## src/rtl/fetch_pkg.sv

```systemverilog
// rtl/fetch_pkg.sv - shared fetch buffer entry type and fetch constants
package fetch_pkg;

  localparam int FETCH_AW    = 32;
  localparam int FETCH_DW    = 32;
  localparam int INSTR_BYTES = 4;
  localparam logic [FETCH_DW-1:0] NOP_INSTR = 32'h0000_0013;

  typedef struct packed {
    logic [FETCH_AW-1:0] pc;
    logic [FETCH_DW-1:0] instr;
    logic                err;
  } fetch_entry_t;

endpackage

```

## src/rtl/fetch_fifo.sv

```systemverilog
// rtl/fetch_fifo.sv - synchronous fetch buffer of fetch_entry_t with flush
module fetch_fifo
  import fetch_pkg::*;
#(
  parameter  int DEPTH = 2,
  localparam int PW    = (DEPTH > 1) ? $clog2(DEPTH) : 1,
  localparam int CW    = PW + 1
) (
  input  logic         clk,
  input  logic         rst_n,
  input  logic         push_i,
  input  fetch_entry_t entry_i,
  input  logic         pop_i,
  input  logic         flush_i,
  output fetch_entry_t head_o,
  output logic [CW-1:0] count_o
);

  fetch_entry_t  mem_q [DEPTH];
  logic [PW-1:0] wr_ptr_q, wr_ptr_d;
  logic [PW-1:0] rd_ptr_q, rd_ptr_d;
  logic [CW-1:0] count_q, count_d;
  logic          do_push;
  logic          do_pop;

  assign do_pop  = pop_i & (count_q != '0);
  assign do_push = push_i & ((count_q != CW'(DEPTH)) | do_pop);

  // Flush wins over any same-cycle push or pop; pointers wrap naturally
  // because DEPTH is a power of two.
  always_comb begin
    wr_ptr_d = wr_ptr_q;
    rd_ptr_d = rd_ptr_q;
    count_d  = count_q;
    if (flush_i) begin
      wr_ptr_d = '0;
      rd_ptr_d = '0;
      count_d  = '0;
    end else begin
      if (do_push) wr_ptr_d = wr_ptr_q + PW'(1);
      if (do_pop)  rd_ptr_d = rd_ptr_q + PW'(1);
      count_d = count_q + CW'(do_push) - CW'(do_pop);
    end
  end

  always_ff @(posedge clk or negedge rst_n) begin
    if (!rst_n) begin
      wr_ptr_q <= '0;
      rd_ptr_q <= '0;
      count_q  <= '0;
      for (int i = 0; i < DEPTH; i++) begin
        mem_q[i] <= '0;
      end
    end else begin
      wr_ptr_q <= wr_ptr_d;
      rd_ptr_q <= rd_ptr_d;
      count_q  <= count_d;
      if (do_push && !flush_i) begin
        mem_q[wr_ptr_q] <= entry_i;
      end
    end
  end

  assign head_o  = mem_q[rd_ptr_q];
  assign count_o = count_q;

endmodule

```

## src/rtl/instr_fetch.sv

```systemverilog
// rtl/instr_fetch.sv - PC, ROM request issue and decoder-facing fetch buffer; IFETCH_ALIGN_CHECK_EN traps misaligned redirects
module instr_fetch
  import fetch_pkg::*;
#(
  parameter int                    DATA_WIDTH = 32,
  parameter int                    ADDR_WIDTH = 32,
  parameter logic [ADDR_WIDTH-1:0] RESET_PC   = '0,
  parameter int                    FIFO_DEPTH = 2
) (
  input  logic                  clk,
  input  logic                  rst_n,
  output logic                  rom_req,
  output logic [ADDR_WIDTH-1:0] rom_addr,
  input  logic [DATA_WIDTH-1:0] rom_rdata,
  input  logic                  redirect,
  input  logic [ADDR_WIDTH-1:0] redirect_pc,
  output logic                  instr_valid,
  input  logic                  instr_ready,
  output logic [DATA_WIDTH-1:0] instr,
  output logic [ADDR_WIDTH-1:0] instr_pc,
  output logic                  fetch_err
);

  localparam int CW = ((FIFO_DEPTH > 1) ? $clog2(FIFO_DEPTH) : 1) + 1;
  localparam int OW = CW + 1;

  logic [ADDR_WIDTH-1:0] pc_q, pc_d;
  logic                  inflight_q, inflight_d;
  logic [ADDR_WIDTH-1:0] inflight_pc_q, inflight_pc_d;
  logic                  halted;
  logic                  issue;
  logic                  push;
  logic                  pop;
  logic [CW-1:0]         count;
  logic [OW-1:0]         occupancy;
  fetch_entry_t          push_entry;
  fetch_entry_t          head;

  assign pop       = instr_valid & instr_ready;
  assign occupancy = {1'b0, count} + OW'(inflight_q) - OW'(pop);
  // Gating with rst_n keeps the strobe low while reset is held.
  assign issue     = rst_n & ~redirect & ~halted & (occupancy < OW'(FIFO_DEPTH));
  assign push      = inflight_q & ~redirect;

  assign rom_req  = issue;
  assign rom_addr = pc_q;

`ifdef IFETCH_ALIGN_CHECK_EN
  logic halted_q, halted_d;
  logic inflight_err_q, inflight_err_d;
  logic misaligned;

  assign misaligned = redirect & (redirect_pc[1:0] != 2'b00);
  assign halted     = halted_q;

  // A misaligned target reuses the response slot to deliver a NOP with err.
  assign push_entry.pc    = inflight_pc_q;
  assign push_entry.instr = inflight_err_q ? NOP_INSTR : rom_rdata;
  assign push_entry.err   = inflight_err_q;
  assign fetch_err        = instr_valid & head.err;
`else
  logic unused_redirect_lsb;
  logic unused_head_err;

  assign unused_redirect_lsb = ^redirect_pc[1:0];
  assign unused_head_err     = head.err;
  assign halted              = 1'b0;

  assign push_entry.pc    = inflight_pc_q;
  assign push_entry.instr = rom_rdata;
  assign push_entry.err   = 1'b0;
  assign fetch_err        = 1'b0;
`endif

  always_comb begin
    pc_d          = pc_q;
    inflight_d    = issue;
    inflight_pc_d = inflight_pc_q;
    if (issue) begin
      pc_d          = pc_q + ADDR_WIDTH'(INSTR_BYTES);
      inflight_pc_d = pc_q;
    end
    if (redirect) begin
      pc_d = {redirect_pc[ADDR_WIDTH-1:2], 2'b00};
    end
`ifdef IFETCH_ALIGN_CHECK_EN
    inflight_err_d = 1'b0;
    halted_d       = halted_q;
    if (redirect) begin
      halted_d = misaligned;
      if (misaligned) begin
        inflight_d     = 1'b1;
        inflight_pc_d  = redirect_pc;
        inflight_err_d = 1'b1;
      end
    end
`endif
  end

  always_ff @(posedge clk or negedge rst_n) begin
    if (!rst_n) begin
      pc_q          <= RESET_PC;
      inflight_q    <= 1'b0;
      inflight_pc_q <= '0;
`ifdef IFETCH_ALIGN_CHECK_EN
      halted_q       <= 1'b0;
      inflight_err_q <= 1'b0;
`endif
    end else begin
      pc_q          <= pc_d;
      inflight_q    <= inflight_d;
      inflight_pc_q <= inflight_pc_d;
`ifdef IFETCH_ALIGN_CHECK_EN
      halted_q       <= halted_d;
      inflight_err_q <= inflight_err_d;
`endif
    end
  end

  fetch_fifo #(
    .DEPTH (FIFO_DEPTH)
  ) u_fifo (
    .clk     (clk),
    .rst_n   (rst_n),
    .push_i  (push),
    .entry_i (push_entry),
    .pop_i   (pop),
    .flush_i (redirect),
    .head_o  (head),
    .count_o (count)
  );

  assign instr_valid = (count != '0);
  assign instr       = head.instr;
  assign instr_pc    = head.pc;

endmodule

```

## config.mk

```make
export PLATFORM = sky130hd
export DESIGN_NAME = instr_fetch
export DESIGN_NICKNAME = d
export VERILOG_FILES = /design/src/rtl/fetch_pkg.sv /design/src/rtl/fetch_fifo.sv /design/src/rtl/instr_fetch.sv
export SDC_FILE = /design/constraint.sdc
export NUM_CORES = 1
export LEC_CHECK = 0
export BUFFER_PORTS_ARGS = -buffer_cell sky130_fd_sc_hd__buf_4
export CORE_MARGIN = 5
export CORE_UTILIZATION = 60
export CTS_CLUSTER_DIAMETER = 100
export DETAILED_ROUTE_END_ITERATION = 7
export PLACE_DENSITY_LB_ADDON = 0.12
export SLEW_MARGIN = 20
export SYNTH_ARGS = -nofsm -noshare
export SYNTH_HDL_FRONTEND = slang
export SYNTH_HIERARCHICAL = 1
export SYNTH_SLANG_ARGS = --single-unit
```

## constraint.sdc

```tcl
create_clock -name clk -period 7.7 [get_ports clk]
set_input_delay 1.155 -clock clk [delete_from_list [all_inputs] [get_ports clk]]
set_output_delay 1.155 -clock clk [all_outputs]
set_load 0.05 [all_outputs]
```

# [Word-level counts from Yosys, hierarchy flattened]
# Cells that the tools add are included.
[op_classes] n_addsub=7 magnitude_cmp=4 eq_ne=1 muxes=13 bitwise_logic=10 reduce_logical=7
[op_table] operator="65-bit 2-to-1 mux" n=4
[op_table] operator="130-bit bitwise mux" n=1
[op_table] operator="65-bit demux with 1-bit select" n=1
[op_table] operator="32-bit 2-to-1 mux" n=2
[op_table] operator="32-bit by 3-bit adder with 32-bit output (second input constant)" n=1
[op_table] operator="2-bit nonzero test" n=4
[op_table] operator="1-bit bitwise AND" n=6
[op_table] operator="2-bit >= comparator (second input constant)" n=2
[op_table] operator="1-bit 2-to-1 mux" n=4
[op_table] operator="1-bit NOT with 2-bit output" n=2
[op_table] operator="2-bit by 1-bit adder with 3-bit output" n=1
[op_table] operator="3-bit by 2-bit less-than comparator with 1-bit output (second input constant)" n=1
[op_table] operator="3-bit by 1-bit subtractor with 3-bit output" n=1
[op_table] operator="1-bit adder (second input constant)" n=2
[op_table] operator="2-bit by 1-bit adder with 2-bit output" n=1
[op_table] operator="1-bit logical AND" n=2
[op_table] operator="2-bit by 1-bit less-than comparator with 1-bit output (second input constant)" n=1
[op_table] operator="2-bit 2-to-1 mux" n=1
[op_table] operator="2-bit != test (second input constant)" n=1
[op_table] operator="2-bit by 1-bit subtractor with 2-bit output" n=1
[op_table] operator="1-bit logical NOT" n=1
[op_table] operator="1-bit NOT" n=1
[op_table] operator="1-bit OR" n=1
[totals] regBits=199 in_bits=68 output_inout_bits=99

# [Depth between registers and ports, before layout]
[depth] ltp_word=8 mapped_depth=13 ltp_nobuf=11

# [By module]
# The synthesis kept the hierarchy.
[by_module_without_submodules] mod="fetch_fifo" n_inst=1 cells_per_inst=368 area_per_inst_um2=6058.3 seq_area_each_um2=3353.2
[by_module_without_submodules] mod="instr_fetch" n_inst=1 cells_per_inst=342 area_per_inst_um2=3079.2 seq_area_each_um2=1526.5

# [Worst setup path after synthesis]
# Ideal clock, no wire load.
[synth_timing] kind="in2out" from="in instr_ready" to="out rom_req" t_arrival_ps=3301 required_time_ps=6545 slack_ps=3244 path_stages=10 path_cell_list="and2_1 > ha_1 > nand2b_1 > fa_1 > xor2_1 > or3_1 > buf_4 > clkinv_4 > buf_6 > buf_2"
[synth_via] elab_chain_len=4
[synth_rtl] item="start, declared" line="instr_fetch.sv:18" rtl="input logic instr_ready,"
[synth_rtl] item="1-bit bitwise AND" line="instr_fetch.sv:39" rtl="assign pop = instr_valid & instr_ready;"
[synth_rtl] item="3-bit by 1-bit subtractor with 3-bit output" line="instr_fetch.sv:40" rtl="assign occupancy = {1'b0, count} + OW'(inflight_q) - OW'(pop);"
[synth_rtl] item="3-bit by 2-bit less-than comparator with 1-bit output" line="instr_fetch.sv:42" rtl="assign issue = rst_n & ~redirect & ~halted & (occupancy < OW'(FIFO_DEPTH));"
[synth_rtl] item="1-bit bitwise AND" line="instr_fetch.sv:42"
[synth_rtl] item="end, declared" line="instr_fetch.sv:12" rtl="output logic rom_req,"
# Every way passes these cells.

# [Worst setup path in the final report]
[layout_timing] from="in instr_ready" to="out rom_req"
[layout_via] elab_chain_len=4
[layout_rtl] item="1-bit bitwise AND" line="instr_fetch.sv:39"
[layout_rtl] item="net pop" line="instr_fetch.sv:33" rtl="logic pop;"
[layout_rtl] item="3-bit by 1-bit subtractor with 3-bit output" line="instr_fetch.sv:40"
[layout_rtl] item="3-bit by 2-bit less-than comparator with 1-bit output" line="instr_fetch.sv:42"
[layout_rtl] item="1-bit bitwise AND" line="instr_fetch.sv:42"
# The timed path passes the listed nets, and every way through them passes these cells.

==> run_results.csv <==
group,metric,value,unit
route,wl_per_cell,19.35,um
synth,synth_warnings,6,
pwr,peakVddDrop,0.2305,mV
timing,finalWorstPathRequiredPeriod,5136,ps
route,drt_iter0_markers,295,
clocking,ctsResizeCount,0,
synth,syn_area_per_cell,12.84,sq um
global_route,grt_max_degree,75,
floorplanning,die_y,132.8,um
synth,synth_area,0.009054,sq mm
pwr,clockPowerShare,25.2,%
worst_setup_path,required,6550,ps
global_route,grt_overflow,0,
layout,n_antenna_cell,0,
layout,drive_above_1_share,47.00,%
route,final_antenna_net_count,0,
clocking,cts_buffers,17,
layout,area_growth,20.79,%
worst_setup_path,reg2reg_depth,11,
worst_setup_path,start_kind,"primary input",
layout,fill_cells,1032,
placed_design,hpwl,13350,um
timing,tns,0,ps
worst_setup_path,cp_cell_sequence,"buf_4 > and2_1 > ha_1 > nand2b_1 > fa_1 > xor2_1 > or3_4 > clkinv_4 > buf_4",
route,drc,0,
pwr,seqPwrFrac,37.6,%
worst_setup_path,cp.arrival,3980,ps
worst_setup_path,cpPeakStageDelay,620,ps
placed_design,placed_area,0.01028,sq mm
worst_setup_path,crit_type,"primary input to output pin",
clocking,cts_num_sinks,193,
worst_setup_path,slowest_stage,"or3_4",
timing,hold_viol,0,
global_route,groute.usage.overall,23.71,%
pwr,p_sw,1.431,mW
run,cap_violations,0,
synth,synthCells,705,
global_route,antenna_found_initial,0,
clocking,cts_tree,"done",
global_route,grt_pass1_vias,6523,
worst_hold_path,hp-class,"register to register",
worst_setup_path,cpMostUsedCell,"buf_4",
route,viasPerCell,5.795,
layout,fin_area,0.01094,sq mm
timing,max_freq,0.1947,GHz
route,drt-pass1-iter-count,4,
clocking,cts_post_setup_buffers_inserted,0,
worst_setup_path,crit_fanout,55,
pwr,leakagePower,5.304,nW
worst_setup_path,crit_path_end_kind,"output pin",
timing,worst_pin_slew,1053,ps
timing,maxSlewHeadroom,29.79,%
pwr,combinationalPowerShare,37.2,%
floorplanning,row_count,45,
timing,finClkSkew,9.086,ps
floorplanning,io_pins,167,
clocking,path_clk_slew,70,ps
clocking,clockBufferDepth,2,
timing,fin_crit_sh,66.70,%
worst_hold_path,holdPathStages,1,
clocking,root_buffer,"clkbuf_16",
floorplanning,start_util,60.45,%
floorplanning,coreArea,0.01498,sq mm
floorplanning,dieWidth,132.8,um
pwr,power_density,350.8,mW/mm^2
pwr,swShare,37.30,%
global_route,grt_pass1_wl,33590,um
route,drt_wl_total,20430,um
pwr,p_int,2.405,mW
route,via_count,6120,
outcome,status,"finished clean",
clocking,h-tree-depth,4,
clocking,clk_latency,420,ps
timing,finalSetupViolCount,0,
placed_design,gp_congestion,0.8461,
timing,grt_setup_unrepaired,"false",
timing,finalMaxSlewViolations,0,
floorplanning,die_area,0.01765,sq mm
worst_setup_path,r2r_slack,3560,ps
layout,post-route-util,73.02,%
clocking,cts_hold_buf,0,
placed_design,portBuffers,161,
layout,final_nets,929,
[final timing paths]
path	end	start
min in group asynchronous	u_fifo/mem_q[15]$_DFFE_PN0P_	rst_n
hold / removal	u_fifo/mem_q[101]$_DFFE_PN0P_	u_fifo/mem_q[101]$_DFFE_PN0P_
max in group asynchronous	u_fifo/mem_q[6]$_DFFE_PN0P_	rst_n
hold reg to reg	u_fifo/mem_q[101]$_DFFE_PN0P_	u_fifo/mem_q[101]$_DFFE_PN0P_
setup / recovery	rom_req	instr_ready
setup reg to reg	rom_addr[31]$_DFFE_PN0P_	u_fifo/count_o[1]$_DFF_PN0_
[metal layers]
metal | wire, um | part of all wire, % | up-vias | track usage (%)
met5 | 0 | 0 | - | 0
met4 | 277 | 1.4 | 0 | 7.044
met3 | 1288 | 6.3 | 20 | 6.046
met2 | 10170 | 50 | 202 | 38.74
met1 | 8694 | 43 | 3086 | 31.48
li1 | - | - | 2812 | -
[power by group through the flow]
stage	logic (mW)	registers, mW	clock network [mW]
floorplan	1.00	1.47	0
detailed placement	1.43	1.46	0
finish	1.43	1.44	0.965
global placement	1.41	1.43	0
CTS	1.44	1.44	0.983
global route	1.50	1.48	1.02
[through the flow]
step                setup slack (ps)  cells  power [mW]  hold slack [ps]
floorplan                       3244    711       2.465            458.4
global placement                2180   1025       2.844            477.8
detailed placement              2173   1025       2.892            488.1
CTS                             2147   1056       3.867            505.8
global route                    2362   1056       4.004            519.4
finish                          2564   1056       3.836            502.2
[flip-flops by register name, summed over array words and instances (netlist names)]
name and flops:
u_fifo/mem_q 128, inflight_pc_q 30, rom_addr 30, u_fifo/count_o 2
inflight_q 1, u_fifo/rd_ptr_q 1, u_fifo/wr_ptr_q 1
[critical path: cells and delay by family]
family | cells | cell delay (ps)
xor+xnor | 1 | 290
fa+ha+maj | 2 | 650
buf+inv | 3 | 910
simple gates | 3 | 920
[final cells by class]
| type | count | area, sq um | share of cell area, % |
|---|---|---|---|
| clock buffers | 18 | 439.2 | 4.016 |
| clock inverters | 13 | 206.4 | 1.888 |
| inverters | 8 | 35.03 | 0.3204 |
| multi-input cells | 471 | 3940 | 36.03 |
| flip-flops and latches | 193 | 4831 | 44.18 |
| well taps | 188 | 235.2 | 2.151 |
| repair buffers | 165 | 1249 | 11.42 |
[placed cells by master (no fill, tap or decap), types with 3 or more instances in the layout]
cell       count
a211o_1        3
a21oi_1        5
a221o_1        6
a31o_2         3
a41oi_1        3
buf_4        163
bufinv_16      5
clkbuf_16     17
clkinv_2       4
conb_1         7
dfrtp_1      192
ha_1           4
inv_1          7
mux2_2       142
mux2_4        50
nand2_1      125
nand3_1        8
nand4_1        9
nand4_2        3
nor2_1        18
nor3_1         8
nor4_1         4
nor4_4         3
o211ai_1       6
o21ai_0       18
o311ai_0       4
o311ai_1       6
or3b_1         3
xnor2_1        3
No activity file was read; power rests on OpenSTA's default activity.
